File: src/rtl/cu_pkg.sv
// Shared types and constants for the control unit: FSM states, opcodes,
// select and function encodings, and the packed control word.
// Pure definitions; no timing or flow control.
package cu_pkg;

    typedef enum logic [2:0] {
        INIT    = 3'd0,
        FETCH_L = 3'd1,
        FETCH_H = 3'd2,
        EXEC    = 3'd3,
        HLT     = 3'd4
    } state_t;

    localparam logic [3:0] OP_LDI = 4'h0;
    localparam logic [3:0] OP_LDM = 4'h1;
    localparam logic [3:0] OP_STM = 4'h2;
    localparam logic [3:0] OP_ALU = 4'h3;
    localparam logic [3:0] OP_INC = 4'h4;
    localparam logic [3:0] OP_DEC = 4'h5;
    localparam logic [3:0] OP_MVA = 4'h6;
    localparam logic [3:0] OP_BRA = 4'h7;
    localparam logic [3:0] OP_BEQ = 4'h8;
    localparam logic [3:0] OP_BNE = 4'h9;
    localparam logic [3:0] OP_HLT = 4'hF;

    // ARF read selects
    localparam logic [1:0] SEL_AR  = 2'b00;
    localparam logic [1:0] SEL_SP  = 2'b01;
    localparam logic [1:0] SEL_PCP = 2'b10;
    localparam logic [1:0] SEL_PC  = 2'b11;

    // register function selects
    localparam logic [1:0] FS_CLR = 2'b00;
    localparam logic [1:0] FS_LD  = 2'b01;
    localparam logic [1:0] FS_DEC = 2'b10;
    localparam logic [1:0] FS_INC = 2'b11;

    // MUX A/B sources
    localparam logic [1:0] MUX_ALU = 2'b00;
    localparam logic [1:0] MUX_MEM = 2'b01;
    localparam logic [1:0] MUX_IMM = 2'b10;
    localparam logic [1:0] MUX_ARF = 2'b11;

    typedef struct packed {
        logic [1:0] outasel;
        logic [1:0] outbsel;
        logic [1:0] funsel_ir;
        logic [1:0] funsel_arf;
        logic [1:0] funsel_rf;
        logic [3:0] funsel_alu;
        logic [3:0] regsel_rf;
        logic [3:0] regsel_arf;
        logic [3:0] rf_tsel;
        logic [2:0] rf_o1sel;
        logic [2:0] rf_o2sel;
        logic       ir_enable;
        logic       ir_lh;
        logic       wr_mem;
        logic       cs_mem;
        logic [1:0] mux_a;
        logic [1:0] mux_b;
        logic       mux_c;
        logic       halted;
    } ctrl_t;

    // Control word under which the datapath does nothing observable.
    function automatic ctrl_t idle_ctrl();
        ctrl_t c;
        c            = '0;
        c.funsel_ir  = FS_LD;
        c.funsel_arf = FS_LD;
        c.funsel_rf  = FS_LD;
        c.cs_mem     = 1'b1;
        return c;
    endfunction

    // Rn -> one-hot register enable (bit3 = R1 ... bit0 = R4)
    function automatic logic [3:0] reg_onehot(input logic [1:0] n);
        return 4'b1000 >> n;
    endfunction

    // Rn -> RF read select
    function automatic logic [2:0] reg_osel(input logic [1:0] n);
        return {1'b1, n};
    endfunction

endpackage

File: src/rtl/cu_decoder.sv
// Instruction decoder: maps opcode, register fields and Z flag to the EXEC control word.
// Purely combinational, zero latency.
// No backpressure; output is valid whenever the inputs are.
module cu_decoder
    import cu_pkg::*;
(
    input  logic [3:0] op,
    input  logic [1:0] x,
    input  logic [1:0] y,
    input  logic [3:0] alu_f,
    input  logic       z_flag,
    output ctrl_t      ctrl,
    output logic       is_hlt
);

    logic take_branch;

    // Decode one instruction into its single-cycle control word.
    always_comb begin
        ctrl        = idle_ctrl();
        is_hlt      = 1'b0;
        take_branch = 1'b0;
        case (op)
            OP_LDI: begin
                ctrl.mux_a     = MUX_IMM;
                ctrl.regsel_rf = reg_onehot(x);
                ctrl.funsel_rf = FS_LD;
            end
            OP_LDM: begin
                ctrl.outbsel   = SEL_AR;
                ctrl.cs_mem    = 1'b0;
                ctrl.mux_a     = MUX_MEM;
                ctrl.regsel_rf = reg_onehot(x);
                ctrl.funsel_rf = FS_LD;
            end
            OP_STM: begin
                ctrl.rf_o1sel   = reg_osel(x);
                ctrl.mux_c      = 1'b0;
                ctrl.funsel_alu = 4'b0000;
                ctrl.outbsel    = SEL_AR;
                ctrl.cs_mem     = 1'b0;
                ctrl.wr_mem     = 1'b1;
            end
            OP_ALU: begin
                ctrl.rf_o1sel   = reg_osel(x);
                ctrl.rf_o2sel   = reg_osel(y);
                ctrl.mux_c      = 1'b0;
                ctrl.funsel_alu = alu_f;
                ctrl.mux_a      = MUX_ALU;
                ctrl.regsel_rf  = reg_onehot(x);
                ctrl.funsel_rf  = FS_LD;
            end
            OP_INC: begin
                ctrl.regsel_rf = reg_onehot(x);
                ctrl.funsel_rf = FS_INC;
            end
            OP_DEC: begin
                ctrl.regsel_rf = reg_onehot(x);
                ctrl.funsel_rf = FS_DEC;
            end
            OP_MVA: begin
                // Rx passes through ALU (pass A) onto MUX B into AR
                ctrl.rf_o1sel   = reg_osel(x);
                ctrl.mux_c      = 1'b0;
                ctrl.funsel_alu = 4'b0000;
                ctrl.mux_b      = MUX_ALU;
                ctrl.regsel_arf = 4'b1000;
                ctrl.funsel_arf = FS_LD;
            end
            OP_BRA: take_branch = 1'b1;
            OP_BEQ: take_branch = z_flag;
            OP_BNE: take_branch = !z_flag;
            OP_HLT: is_hlt = 1'b1;
            default: ;
        endcase
        if (take_branch) begin
            ctrl.mux_b      = MUX_IMM;
            ctrl.regsel_arf = 4'b0001;
            ctrl.funsel_arf = FS_LD;
        end
    end

endmodule

File: src/rtl/control_unit.sv
// Hardwired sequencer: fetches two IR bytes from M[PC], then executes in one cycle.
// Latency 3 cycles per instruction (FETCH_L, FETCH_H, EXEC); outputs are combinational.
// No backpressure; the datapath always accepts. Reset forces idle outputs and INIT.
module control_unit
    import cu_pkg::*;
(
    input  logic        clock,
    input  logic        reset_n,
    input  logic [15:0] ir_out,
    input  logic [3:0]  flags,
    output logic [1:0]  outasel,
    output logic [1:0]  outbsel,
    output logic [1:0]  funsel_IR,
    output logic [1:0]  funsel_arf,
    output logic [1:0]  funsel_rf,
    output logic [3:0]  funsel_alu,
    output logic [3:0]  regsel_rf,
    output logic [3:0]  regsel_arf,
    output logic [3:0]  rf_tsel,
    output logic [2:0]  rf_o1sel,
    output logic [2:0]  rf_o2sel,
    output logic        IR_enable,
    output logic        IR_lh,
    output logic        wrMEM,
    output logic        csMEM,
    output logic [1:0]  MUXSelA,
    output logic [1:0]  MUXSelB,
    output logic        MUXSelC,
    output logic        halted
);

    state_t state, state_nxt;
    ctrl_t  dec_ctrl, ctrl;
    logic   dec_hlt;

    // Low immediate nibble and C/N/O flags do not affect control.
    logic unused_bits;
    assign unused_bits = ^{ir_out[3:0], flags[2:0]};

    cu_decoder u_dec (
        .op     (ir_out[15:12]),
        .x      (ir_out[11:10]),
        .y      (ir_out[9:8]),
        .alu_f  (ir_out[7:4]),
        .z_flag (flags[3]),
        .ctrl   (dec_ctrl),
        .is_hlt (dec_hlt)
    );

    // State register with synchronous active-low reset.
    always_ff @(posedge clock) begin
        if (!reset_n) state <= INIT;
        else          state <= state_nxt;
    end

    // Next state and control word; reset overrides everything with idle.
    always_comb begin
        state_nxt = state;
        ctrl      = idle_ctrl();
        case (state)
            INIT: begin
                state_nxt       = FETCH_L;
                ctrl.regsel_arf = 4'b1111;
                ctrl.regsel_rf  = 4'b1111;
                ctrl.rf_tsel    = 4'b1111;
                ctrl.funsel_arf = FS_CLR;
                ctrl.funsel_rf  = FS_CLR;
                ctrl.ir_enable  = 1'b1;
                ctrl.funsel_ir  = FS_CLR;
            end
            FETCH_L, FETCH_H: begin
                state_nxt       = (state == FETCH_L) ? FETCH_H : EXEC;
                ctrl.outbsel    = SEL_PC;
                ctrl.cs_mem     = 1'b0;
                ctrl.ir_enable  = 1'b1;
                ctrl.ir_lh      = (state == FETCH_H);
                ctrl.funsel_ir  = FS_LD;
                ctrl.regsel_arf = 4'b0001;
                ctrl.funsel_arf = FS_INC;
            end
            EXEC: begin
                state_nxt = dec_hlt ? HLT : FETCH_L;
                ctrl      = dec_ctrl;
            end
            HLT: begin
                state_nxt   = HLT;
                ctrl.halted = 1'b1;
            end
            default: state_nxt = INIT;
        endcase
        if (!reset_n) ctrl = idle_ctrl();
    end

    assign outasel    = ctrl.outasel;
    assign outbsel    = ctrl.outbsel;
    assign funsel_IR  = ctrl.funsel_ir;
    assign funsel_arf = ctrl.funsel_arf;
    assign funsel_rf  = ctrl.funsel_rf;
    assign funsel_alu = ctrl.funsel_alu;
    assign regsel_rf  = ctrl.regsel_rf;
    assign regsel_arf = ctrl.regsel_arf;
    assign rf_tsel    = ctrl.rf_tsel;
    assign rf_o1sel   = ctrl.rf_o1sel;
    assign rf_o2sel   = ctrl.rf_o2sel;
    assign IR_enable  = ctrl.ir_enable;
    assign IR_lh      = ctrl.ir_lh;
    assign wrMEM      = ctrl.wr_mem;
    assign csMEM      = ctrl.cs_mem;
    assign MUXSelA    = ctrl.mux_a;
    assign MUXSelB    = ctrl.mux_b;
    assign MUXSelC    = ctrl.mux_c;
    assign halted     = ctrl.halted;

endmodule

File: config.mk
export PLATFORM = sky130hd
export DESIGN_NAME = control_unit
export DESIGN_NICKNAME = d
export VERILOG_FILES = /design/src/rtl/cu_pkg.sv /design/src/rtl/cu_decoder.sv /design/src/rtl/control_unit.sv
export SDC_FILE = /design/constraint.sdc
export NUM_CORES = 1
export LEC_CHECK = 0
export ABC_AREA = 1
export CAP_MARGIN = 10
export CORE_MARGIN = 2
export CORE_UTILIZATION = 40
export CTS_CLUSTER_DIAMETER = 60
export CTS_CLUSTER_SIZE = 28
export DETAILED_ROUTE_END_ITERATION = 16
export DONT_BUFFER_PORTS = 1
export PLACE_DENSITY = 0.57
export SLEW_MARGIN = 0
export SYNTH_ARGS = -nofsm -noshare
export SYNTH_HDL_FRONTEND = slang
export SYNTH_SLANG_ARGS = --single-unit
File: constraint.sdc
create_clock -name clock -period 2.9 [get_ports clock]
set_clock_uncertainty 0.1 [all_clocks]
set_input_delay 0.145 -clock clock [delete_from_list [all_inputs] [get_ports clock]]
set_output_delay 0.145 -clock clock [all_outputs]
set_load 0.05 [all_outputs]
## Word level (Yosys, flattened, before mapping)

Cells that the tools add are included.

- Bits in registers: 3
- Bits of input ports: 22
- Output and inout bits: 42
- Word-level logic and storage cells: 55

- Eq/ne operators: 14
- Shifts and indexed selects: 1
- Muxes and demuxes: 31
- Reductions and logical operators: 8

Operator list:

| kind | count |
|---|---|
| 2-to-1 mux 40 bit | 1 |
| 2-to-1 mux 4 bit | 6 |
| equality test 4 x 3 -> 1 bit (second input constant) | 4 |
| equality test 4 bit (second input constant) | 3 |
| case mux 2 bit (2 select lines) | 3 |
| case mux 3 bit (4 select lines) | 1 |
| case mux 4 bit (3 select lines) | 1 |
| 2-to-1 mux 3 bit | 3 |
| equality test 4 x 2 -> 1 bit (second input constant) | 2 |
| 2-to-1 mux 1 bit | 8 |
| case mux 4 bit (2 select lines) | 1 |
| equality test 3 x 2 -> 1 bit (second input constant) | 2 |
| 2-to-1 mux 6 bit | 1 |
| case mux 3 bit (2 select lines) | 1 |
| OR reduction 3 bit | 2 |
| 2-to-1 mux 5 bit | 1 |
| OR reduction 5 bit | 1 |
| equality test 4 x 1 -> 1 bit (second input constant) | 1 |
| zero test 4 bit | 1 |
| 2-to-1 mux 2 bit | 2 |
| OR reduction 2 bit | 2 |
| >> shifter 4 x 2 -> 4 bit (first input constant) | 1 |
| equality test 3 x 1 -> 1 bit (second input constant) | 1 |
| equality test 3 bit (second input constant) | 1 |
| 4 further kinds | 4 |

## Depth between registers and ports, before layout

Gate-level depths: netlist (run 1).

- Depth after elaboration: 5
- Gate-level depth with buffers: 7
- Gate-level depth less buffers: 7

## Cells and area by module

From an unflattened synthesis (run 1), not the netlist that was laid out.

- Cell total of the unflattened synthesis: 198
- Area total of the unflattened synthesis: 1087.3 um^2

By module, submodules not included:

| module | times used | cells an instance | area each (um^2) | sequential area each (um^2) |
|---|---|---|---|---|
| control_unit | 1 | 118 | 660.6 | 60.1 |
| cu_decoder | 1 | 80 | 426.7 | 0.0 |

## Worst setup path after synthesis (run 1)

OpenSTA, ideal clock, no wires.

- Kind: flip-flop to output port
- Start: register state[2]
- End: output port regsel_arf[3]
- Arrival: 2477 ps
- Data required time: 2655 ps
- Slack: 178 ps
- Cell stages (with the launch flop): 6
- Buffers on the path: 0
- Path through: dfxtp_1 inv_1 nand2_1 nor2_1 inv_1 nand2_1

- Cells in the longest elaborated chain, start to end: 4
- Elaborated cells on any way between the ends: 7
- Classes of those cells: 3 x eq/ne; 2 x mux; 2 x reduce/logical

Ends and longest elaborated chain:

| what | line | text |
|---|---|---|
| start: declaration | control_unit.sv:32 | `state_t state, state_nxt;` |
| start signal: assignment | control_unit.sv:53 | `else state <= state_nxt;` |
| equality test 3 x 1 -> 1 bit / equality test 3 x 2 -> 1 bit (equally long branches) | control_unit.sv:60 | `case (state)` |
| OR reduction 2 bit | -- |  |
| case mux 4 bit (3 select lines) * | control_unit.sv:60 |  |
| 2-to-1 mux 40 bit * | control_unit.sv:91 | `if (!reset_n) ctrl = idle_ctrl();` |
| end: declaration | control_unit.sv:18 | `output logic [3:0] regsel_arf,` |

Every way passes the cells marked *; elsewhere a longest branch is shown, timed or not.

## Worst setup path after layout (run 1)

Ends and elaborated chain as after synthesis.

==> results of run 1 <==
cells by family after synthesis:
logic type | share of synthesized area
other | 0.00610
AND/OR/NAND/NOR | 0.505
flip-flops | 0.0978
AO/OA/AOI/OAI | 0.0428
buffers and inverters | 0.348
layout make-up:
class,instances,area [um^2],area share
Timing Repair Buffer,8,80.1,0.120
Tap cell,16,20.0,0.0301
Sequential cell,3,60.1,0.0902
Multi-Input combinational cell,75,363,0.545
Clock buffer,4,26.3,0.0395
Inverter,31,116,0.175
through the flow:
stage | hold WS, ns | worst slack [ns] | instance area (um^2) | utilization
3_3_place_gp | 0.262 | 1.08 | 639 | 0.435
3_5_place_dp | 0.263 | 1.07 | 639 | 0.435
6_report | 0.0195 | 0.824 | 666 | 0.452
5_1_grt | 0.0347 | 0.692 | 666 | 0.452
4_1_cts | 0.0184 | 0.811 | 666 | 0.452
2_1_floorplan | 0.231 | 0.178 | 629 | -
per-layer routing:
metal  vias up  global-route usage  part of all wire
met2        39               0.245              0.46
met4         0              0.0242                 0
met5         -                   0                 0
li1        332                   -                 -
met3         0              0.0553              0.10
met1       291               0.193              0.44
Yosys cell counts, drive strengths merged:
library cell  number  area [um^2]
dfxtp              3         60.1
nand2             26          110
o21ai              4         20.0
nand3              8         40.0
nor3               5         30.0
and2               1         6.26
nand4              1         6.26
buf               13         97.6
nor2              24          118
o22ai              1         6.26
conb               1         3.75
inv               31          116
layout by cell type, fill, tap and decap left out, drive strengths merged:
| master | synthesis | routed |
|---|---|---|
| nand3 | 8 | 8 |
| and2 | 1 | 1 |
| clkbuf | 0 | 4 |
| nand4 | 1 | 1 |
| o21ai | 4 | 4 |
| nand2 | 26 | 26 |
| o22ai | 1 | 1 |
| nor2 | 24 | 24 |
| buf | 13 | 8 |
| nor3 | 5 | 5 |
| conb | 1 | 5 |
| inv | 31 | 31 |
| dfxtp | 3 | 3 |
worst max-delay path, stage by stage (launching register included):
cell     delay [ns]
dfxtp_1        0.35
inv_1          0.07
nand2_1        0.13
nor2_4         0.43
inv_1          0.20
nand2_1        0.41
worst paths after layout:
kind	from	endpoint	slack [ns]	cells past startpoint
max	state[2]$_SDFF_PN0_	regsel_arf[3]	0.82	5
min	ir_out[14]	state[2]$_SDFF_PN0_	0.02	2
max reg2reg	state[2]$_SDFF_PN0_	state[1]$_SDFF_PN0_	1.62	6
min reg2reg	state[0]$_SDFF_PN0_	state[0]$_SDFF_PN0_	0.43	1
power groups by stage:
| stage | Sequential [uW] | Combinational [uW] | Clock [uW] |
|---|---|---|---|
| floorplan | 49.1 | 226 | 0 |
| global placement | 49.8 | 240 | 0 |
| detailed placement | 49.8 | 241 | 0 |
| CTS | 49.2 | 242 | 75.6 |
| global route | 49.5 | 253 | 81.0 |
| finish | 49.3 | 241 | 72.6 |
==> summary.md, run 1 <==
| Metric | Value |
|---|---|
| Count of non-filler cells in the finished layout | 137 |
| Hold_buf cts | 0 |
| Tcrit/Tclk final | 0.716 |
| Avg WL per Cell | 9.96 um |
| Clock share of power | 0.200 |
| NumNets Final | 144 |
| Crit end category | output pin |
| Drt drc | 0 |
| Worst slew margin | 0.402 |
| RSZ-0062 raised after global routing | no |
| Arr. time, crit path | 1.83 ns |
| Starting density of the core | 0.418 |
| CP Class | reg -> out |
| Post-Syn Instances | 118 |
| CP required | 2.65 ns |
| P per Cell Area | 545 nW/um^2 |
| Number of global-route vias before repair | 547 |
| Pleak | 0.000422 uW |
| Slew @ Worst Pin | 0.894 ns |
| Number of port buffers | 0 |
| Largest net degree at the start of global routing | 8 |
| Post-cts sizing count | 0 |
| Ratio of cells with drive above 1 in the final layout | 0.198 |
| Clock insertion delay at the later pin of the skew report | 0.23 ns |
| Seq pwr share | 0.136 |
| Maximum clock rate | 482 MHz |
| Routed Antenna Nets | 0 |
| Via count | 662 |
| Die W | 43.2 um |
| CTS tree | yes |
| Sum Neg Setup Slack | 0 ns |
| Post-Syn Area | 614 um^2 |
| Synthesis-to-finish area growth | 8.35% |
| Synth unique cells | 18 |
| Max H-tree Level | 1 |
| Total gr overflow | 0 |
| Peak VDD IR | 0.311 mV |
| Pwr Total | 363 uW |
| Top Registers | state: 3 flops |
| Sequential share of the synthesized area | 0.0978 |
| Final setup fails | 0 |
| # IOs | 64 |
| CTS sink cnt | 3 |
| Post-Route WL | 1.36 mm |
| Initial antenna violation count | 0 |
| Comb power frac | 0.664 |
| Min-Delay Path Class | in -> reg |
| Synth Register Bits | 3 |
| Maximum fanout along the worst path | 6 |
| Num rows | 14 |
| Biggest register | state |
| Switching power | 226 uW |
| Diodes inserted | 0 |
| Slew Limit Fails | 0 |
| Die H | 43.2 um |
| GRT Overall Usage | 0.151 |
| Fin crit period | 2.08 ns |
| Internal Power | 137 uW |
| Status | finished, final reports clean |
| Average vias per placed instance | 4.83 |
| Max FFs per register | 3 |
| Endpoints failing hold | 0 |
| Root buf cell | clkbuf_4 |
| Postcts setup bufs | 0 |
| RePlAce Congestion | 0.774 |
| Mapped Avg Cell Area | 5.21 um^2 |
| Placed Instances | 133 |
| Synth Warn # | 0 |
| Largest buffer count on any clock path | 2 |
| DRT Pass-1 Iters | 4 |
| Fillers | 175 |
| Clock slew at reported path FFs | 0.04 ns |
| Inserted Clock Buffers | 3 |
| Max-cap violations | 0 |
| DR iter-0 viols | 11 |
| Die area | 1870 um^2 |
| First-pass GRT wire length | 2.19 mm |
| Crit start category | flop |
| Hpwl dp | 1.15 mm |
| Switching share of power | 0.621 |
| Core area | 1470 um^2 |
No activity file was read; power rests on OpenSTA's default activity.
==> run 2, diff against run 1 <==
clock period = 2.14 ns   (was 2.9 ns; I/O delays follow)
==> summary.md, run 2 (same netlist as run 1, synthesis figures left out) <==
| Metric | Value |
|---|---|
| Place WS | 0.622 ns (was 1.07 ns) |
| DRT Pass-1 Iters | 4 (unchanged) |
| Die H | 43.2 um (unchanged) |
| Number of global-route vias before repair | 638 (was 547) |
| Ratio of cells with drive above 1 in the final layout | 0.300 (was 0.198) |
| Min-Delay Path Class | in -> reg (unchanged) |
| Crit start category | flop (unchanged) |
| Diodes inserted | 0 (unchanged) |
| Clock slew at reported path FFs | 0.04 ns (about the same) |
| Biggest register | state (unchanged) |
| Largest buffer count on any clock path | 2 (unchanged) |
| CP Class | reg -> out (unchanged) |
| Via count | 711 (was 662) |
| Worst hold slack | 0.0116 ns (was 0.0195 ns) |
| Inserted Clock Buffers | 3 (unchanged) |
| Crit end category | output pin (unchanged) |
| RSZ-0062 raised after global routing | no (unchanged) |
| Routed Antenna Nets | 0 (unchanged) |
| Fin crit period | 1.77 ns |
| Die area | 1870 um^2 (unchanged) |
| Max FFs per register | 3 (unchanged) |
| Final setup fails | 0 (unchanged) |
| Avg WL per Cell | 9.94 um (was 9.96 um) |
| Max-cap violations | 0 (unchanged) |
| Pwr Total | 528 uW (was 363 uW) |
| Fin worst setup slack | 0.372 ns (was 0.824 ns) |
| Most common cell after layout, fill and taps aside | inv_1 (unchanged) |
| Arr. time, crit path | 1.56 ns (was 1.83 ns) |
| Peak VDD IR | 0.400 mV (was 0.311 mV) |
| Slew Limit Fails | 0 (unchanged) |
| Initial antenna violation count | 0 (unchanged) |
| Num rows | 14 (unchanged) |
| Sum Neg Setup Slack | 0 ns (unchanged) |
| Number of port buffers | 0 (unchanged) |
| Tcrit/Tclk final | 0.826 |
| # IOs | 64 (unchanged) |
| DR iter-0 viols | 20 (was 11) |
| Post-Route WL | 1.55 mm (was 1.36 mm) |
| CTS sink cnt | 3 (unchanged) |
| Synthesis-to-finish area growth | 34.8% (was 8.35%) |
| Average vias per placed instance | 4.56 (was 4.83) |
| Drt drc | 0 (unchanged) |
| Most frequent cells in the layout | inv_1 (28), nand2_1 (23), buf_4 (23), nor2_1 (17), nand3_1 (8) (was inv_1 (28), nand2_1 (23), nor2_1 (18), nand3_1 (8), buf_4 (7)) |
| Postcts setup bufs | 0 (unchanged) |
| Core area | 1470 um^2 (unchanged) |
| First-pass GRT wire length | 2.57 mm (was 2.19 mm) |
| Die W | 43.2 um (unchanged) |
| Max H-tree Level | 1 (unchanged) |
| Pleak | 0.000523 uW (was 0.000422 uW) |
| Top Registers | state: 3 flops (unchanged) |
| Total gr overflow | 0 (unchanged) |
| Status | finished, final reports clean (unchanged) |
| NumNets Final | 163 (was 144) |
| Starting density of the core | 0.418 (unchanged) |
| GRT Overall Usage | 0.175 (was 0.151) |
| P per Cell Area | 637 nW/um^2 (was 545 nW/um^2) |
| RePlAce Congestion | 0.830 (was 0.774) |
| Clock insertion delay at the later pin of the skew report | 0.23 ns (about the same) |
| Maximum fanout along the worst path | 4 (was 6) |
| CP required | 1.93 ns (was 2.65 ns) |
| Maximum clock rate | 566 MHz |
| CTS tree | yes (unchanged) |
| Largest net degree at the start of global routing | 8 (unchanged) |
| Hpwl dp | 1.28 mm (was 1.15 mm) |
| Root buf cell | clkbuf_4 (unchanged) |
| Endpoints failing hold | 0 (unchanged) |
run 2: cell types whose count changed in the layout (fill, tap and decap cells not counted), sizes merged:
cell and delta:
buf +17, dlygate4sd3 +2
run 2: report_power, final:
group | switching [uW] | internal (uW) | leakage [uW]
logic | 279 | 82.2 | 0.000483
registers | 4.63 | 62.1 | 0.0000248
clock network | 29.8 | 69.9 | 0.0000150
total | 314 | 214 | 0.000523
run 2: worst max-delay path, cell delays in order (launching register included):
cell and delay, ns:
dfxtp_1 0.35, inv_1 0.07, nand2_1 0.13, nor2_2 0.16, buf_4 0.21, inv_1 0.06, nand2_1 0.35
run 2: repair_timing:
action | CTS | global route
hold buffers | 2 | 0
resized for setup | 0 | 0
hold endpoints to repair | 1 | 0
run 2: layout make-up:
type                    instances  area [um^2]
repair buffers                 27          240
flip-flops and latches          3         60.1
well taps                      16         20.0
fillers                       160          643
inverters                      31          116
multi-input cells              75          365
clock buffers                   4         26.3
run 2: metrics by stage:
step,std cells,util,cell area [um^2]
2_1_floorplan,122,-,639
3_3_place_gp,150,0.531,782
3_5_place_dp,150,0.531,782
4_1_cts,156,0.563,828
5_1_grt,156,0.563,828
6_report,156,0.563,828
run 2: metal layers:
layer  track usage  share of wire
met3        0.0468          0.086
met1         0.206           0.42
met5             0              0
met4        0.0424              0
met2         0.310           0.50
run 2: worst paths after layout:
kind	from	slack [ns]	end	cells past startpoint
setup / recovery	state[2]$_SDFF_PN0_	0.37	regsel_arf[0]	6
hold / removal	reset_n	0.01	state[2]$_SDFF_PN0_	2
setup reg to reg	state[2]$_SDFF_PN0_	1.06	state[1]$_SDFF_PN0_	5
hold reg to reg	state[0]$_SDFF_PN0_	0.42	state[0]$_SDFF_PN0_	1
==> run 3, diff against run 2 <==
clock period = 1.75 ns   (was 2.14 ns; I/O delays follow)
==> summary.md, run 3 (same netlist as run 1, synthesis figures left out) <==
| Metric | Value |
|---|---|
| Arr. time, crit path | 1.48 ns (was 1.56 ns) |
| Die area | 1870 um^2 (unchanged) |
| Via count | 768 (was 711) |
| Sum Neg Setup Slack | 0 ns (unchanged) |
| Top Registers | state: 3 flops (unchanged) |
| Status | finished, final reports clean (unchanged) |
| Die W | 43.2 um (unchanged) |
| Hold wc startpoint | ir_out[15] (was reset_n) |
| Initial antenna violation count | 0 (unchanged) |
| Number of port buffers | 0 (unchanged) |
| Peak VDD IR | 0.571 mV (was 0.400 mV) |
| Starting density of the core | 0.418 (unchanged) |
| Biggest register | state (unchanged) |
| Crit path max-delay family | buffers and inverters (was simple AND/OR/NAND/NOR gates) |
| P per Cell Area | 739 nW/um^2 (was 637 nW/um^2) |
| CP Class | in -> out (was reg -> out) |
| Total gr overflow | 0 (unchanged) |
| Fin worst setup slack | 0.0803 ns (was 0.372 ns) |
| Core area | 1470 um^2 (unchanged) |
| Root buf cell | clkbuf_4 (unchanged) |
| Diodes inserted | 0 (unchanged) |
| Hpwl dp | 1.28 mm (about the same) |
| Max FFs per register | 3 (unchanged) |
| Die H | 43.2 um (unchanged) |
| CTS sink cnt | 3 (unchanged) |
| Max-cap violations | 0 (unchanged) |
| Worst hold slack | 0.0252 ns (was 0.0116 ns) |
| # IOs | 64 (unchanged) |
| RSZ-0062 raised after global routing | no (unchanged) |
| NumNets Final | 168 (was 163) |
| Min-Delay Path Class | in -> reg (unchanged) |
| Endpoints failing hold | 0 (unchanged) |
| Routed Antenna Nets | 0 (unchanged) |
| Synthesis-to-finish area growth | 52.5% (was 34.8%) |
| Post-Route WL | 1.58 mm (was 1.55 mm) |
| Num rows | 14 (unchanged) |
| Crit-path cells | dlygate4sd3_1 > inv_2 > nor2_4 > nand2_4 > nor2_4 > nand2_2 > inv_1 (was inv_1 > nand2_1 > nor2_2 > buf_4 > inv_1 > nand2_1) |
| Average vias per placed instance | 4.77 (was 4.56) |
| Ratio of cells with drive above 1 in the final layout | 0.393 (was 0.300) |
| Clock insertion delay at the later pin of the skew report | 0.23 ns (about the same) |
| First-pass GRT wire length | 2.60 mm (was 2.57 mm) |
| CP required | 1.56 ns (was 1.93 ns) |
| FF-to-FF Start | state[2]$_SDFF_PN0_ (unchanged) |
| Max H-tree Level | 1 (unchanged) |
| Drt drc | 0 (unchanged) |
| Fin crit period | 1.67 ns |
| Place WS | 0.301 ns (was 0.622 ns) |
| Critical Path Source | reset_n (was state[2]$_SDFF_PN0_) |
| RePlAce Congestion | 0.857 (was 0.830) |
| GRT Overall Usage | 0.177 (was 0.175) |
| Inserted Clock Buffers | 3 (unchanged) |
| Max incr delay on CP | 0.55 ns (was 0.35 ns) |
| Final instance area | 937 um^2 (was 828 um^2) |
| Buffer and inverter count on the worst path | 3 (unchanged) |
| Most frequent cells in the layout | inv_1 (24), buf_4 (24), nand2_1 (20), nor2_1 (16), nand3_1 (8) (was inv_1 (28), nand2_1 (23), buf_4 (23), nor2_1 (17), nand3_1 (8)) |
| Pleak | 0.000555 uW (was 0.000523 uW) |
| Largest net degree at the start of global routing | 8 (unchanged) |
| Placed Area | 856 um^2 (was 782 um^2) |
| Crit end category | output pin (unchanged) |
| Clock slew at reported path FFs | 0.03 ns (was 0.04 ns) |
| Slowest CP cell | dlygate4sd3_1 (was dfxtp_1) |
| Avg WL per Cell | 9.83 um (was 9.94 um) |
| DR iter-0 viols | 19 (was 20) |
| Number of global-route vias before repair | 673 (was 638) |
| CTS tree | yes (unchanged) |
| Maximum fanout along the worst path | 7 (was 4) |
| Tcrit/Tclk final | 0.954 |
| Maximum clock rate | 599 MHz |
| DRT Pass-1 Iters | 4 (unchanged) |
| Crit start category | input port (was flop) |
| Largest buffer count on any clock path | 2 (unchanged) |
| Worst path most repeated cell | nor2_4 |
| Slew Limit Fails | 0 (unchanged) |
| Final setup fails | 0 (unchanged) |
==> run 3: changes by cell type in the layout (fill, tap and decap cells not counted), sizes merged <==
| cell | before | now |
|---|---|---|
| buf | 25 | 28 |
| dlygate4sd3 | 2 | 4 |
| inv | 31 | 30 |
| clkinvlp | 0 | 1 |
==> run 3: path summary, 6_finish.rpt <==
kind	to	slack [ns]	cells after the start
worst min-delay path	state[0]$_SDFF_PN0_	0.03	3
worst min register to register	state[0]$_SDFF_PN0_	0.40	1
worst max register to register	state[0]$_SDFF_PN0_	0.36	4
worst max-delay path	rf_o2sel[2]	0.08	7
==> run 3: power by group <==
part / total, uW / switching (uW) / internal, uW
registers: 84.6 / 7.75 / 76.8
clock network: 121 / 35.7 / 85.4
logic: 486 / 354 / 132
total: 692 / 398 / 294
==> run 3: worst register-to-register path: stages (launching register included) <==
cell           delay (ns)
dfxtp_2              0.38
inv_2                0.06
nand2_4              0.10
dlygate4sd3_1        0.56
o21ai_0              0.07
==> run 3: repair_timing <==
action,in CTS,in global routing
hold buffers,4,0
endpoints found under the hold margin,2,0
setup endpoints to repair,0,5
buffers inserted,0,1
gates resized for setup,0,2
==> run 3: cell type report <==
type | instances | area [um^2]
fill | 158 | 534
multi-input combinational | 75 | 400
timing repair buffer | 32 | 308
inverter | 31 | 120
sequential | 3 | 62.6
clock buffer | 4 | 26.3
tap | 16 | 20.0
==> run 3: per-layer routing <==
metal | wire [um] | part of all wire | track usage | vias up
met4 | 0 | 0 | 0.0182 | 0
met3 | 180 | 0.11 | 0.0681 | 0
met2 | 793 | 0.50 | 0.319 | 42
li1 | - | - | - | 378
met5 | 0 | 0 | 0 | -
met1 | 608 | 0.38 | 0.202 | 348
==> run 3: through the flow <==
step                instances  total power, uW   util
finish                    161              692  0.637
global route              161              734  0.637
detailed placement        152              559  0.582
CTS                       160              692  0.627
floorplan                 122              474      -
global placement          152              555  0.582
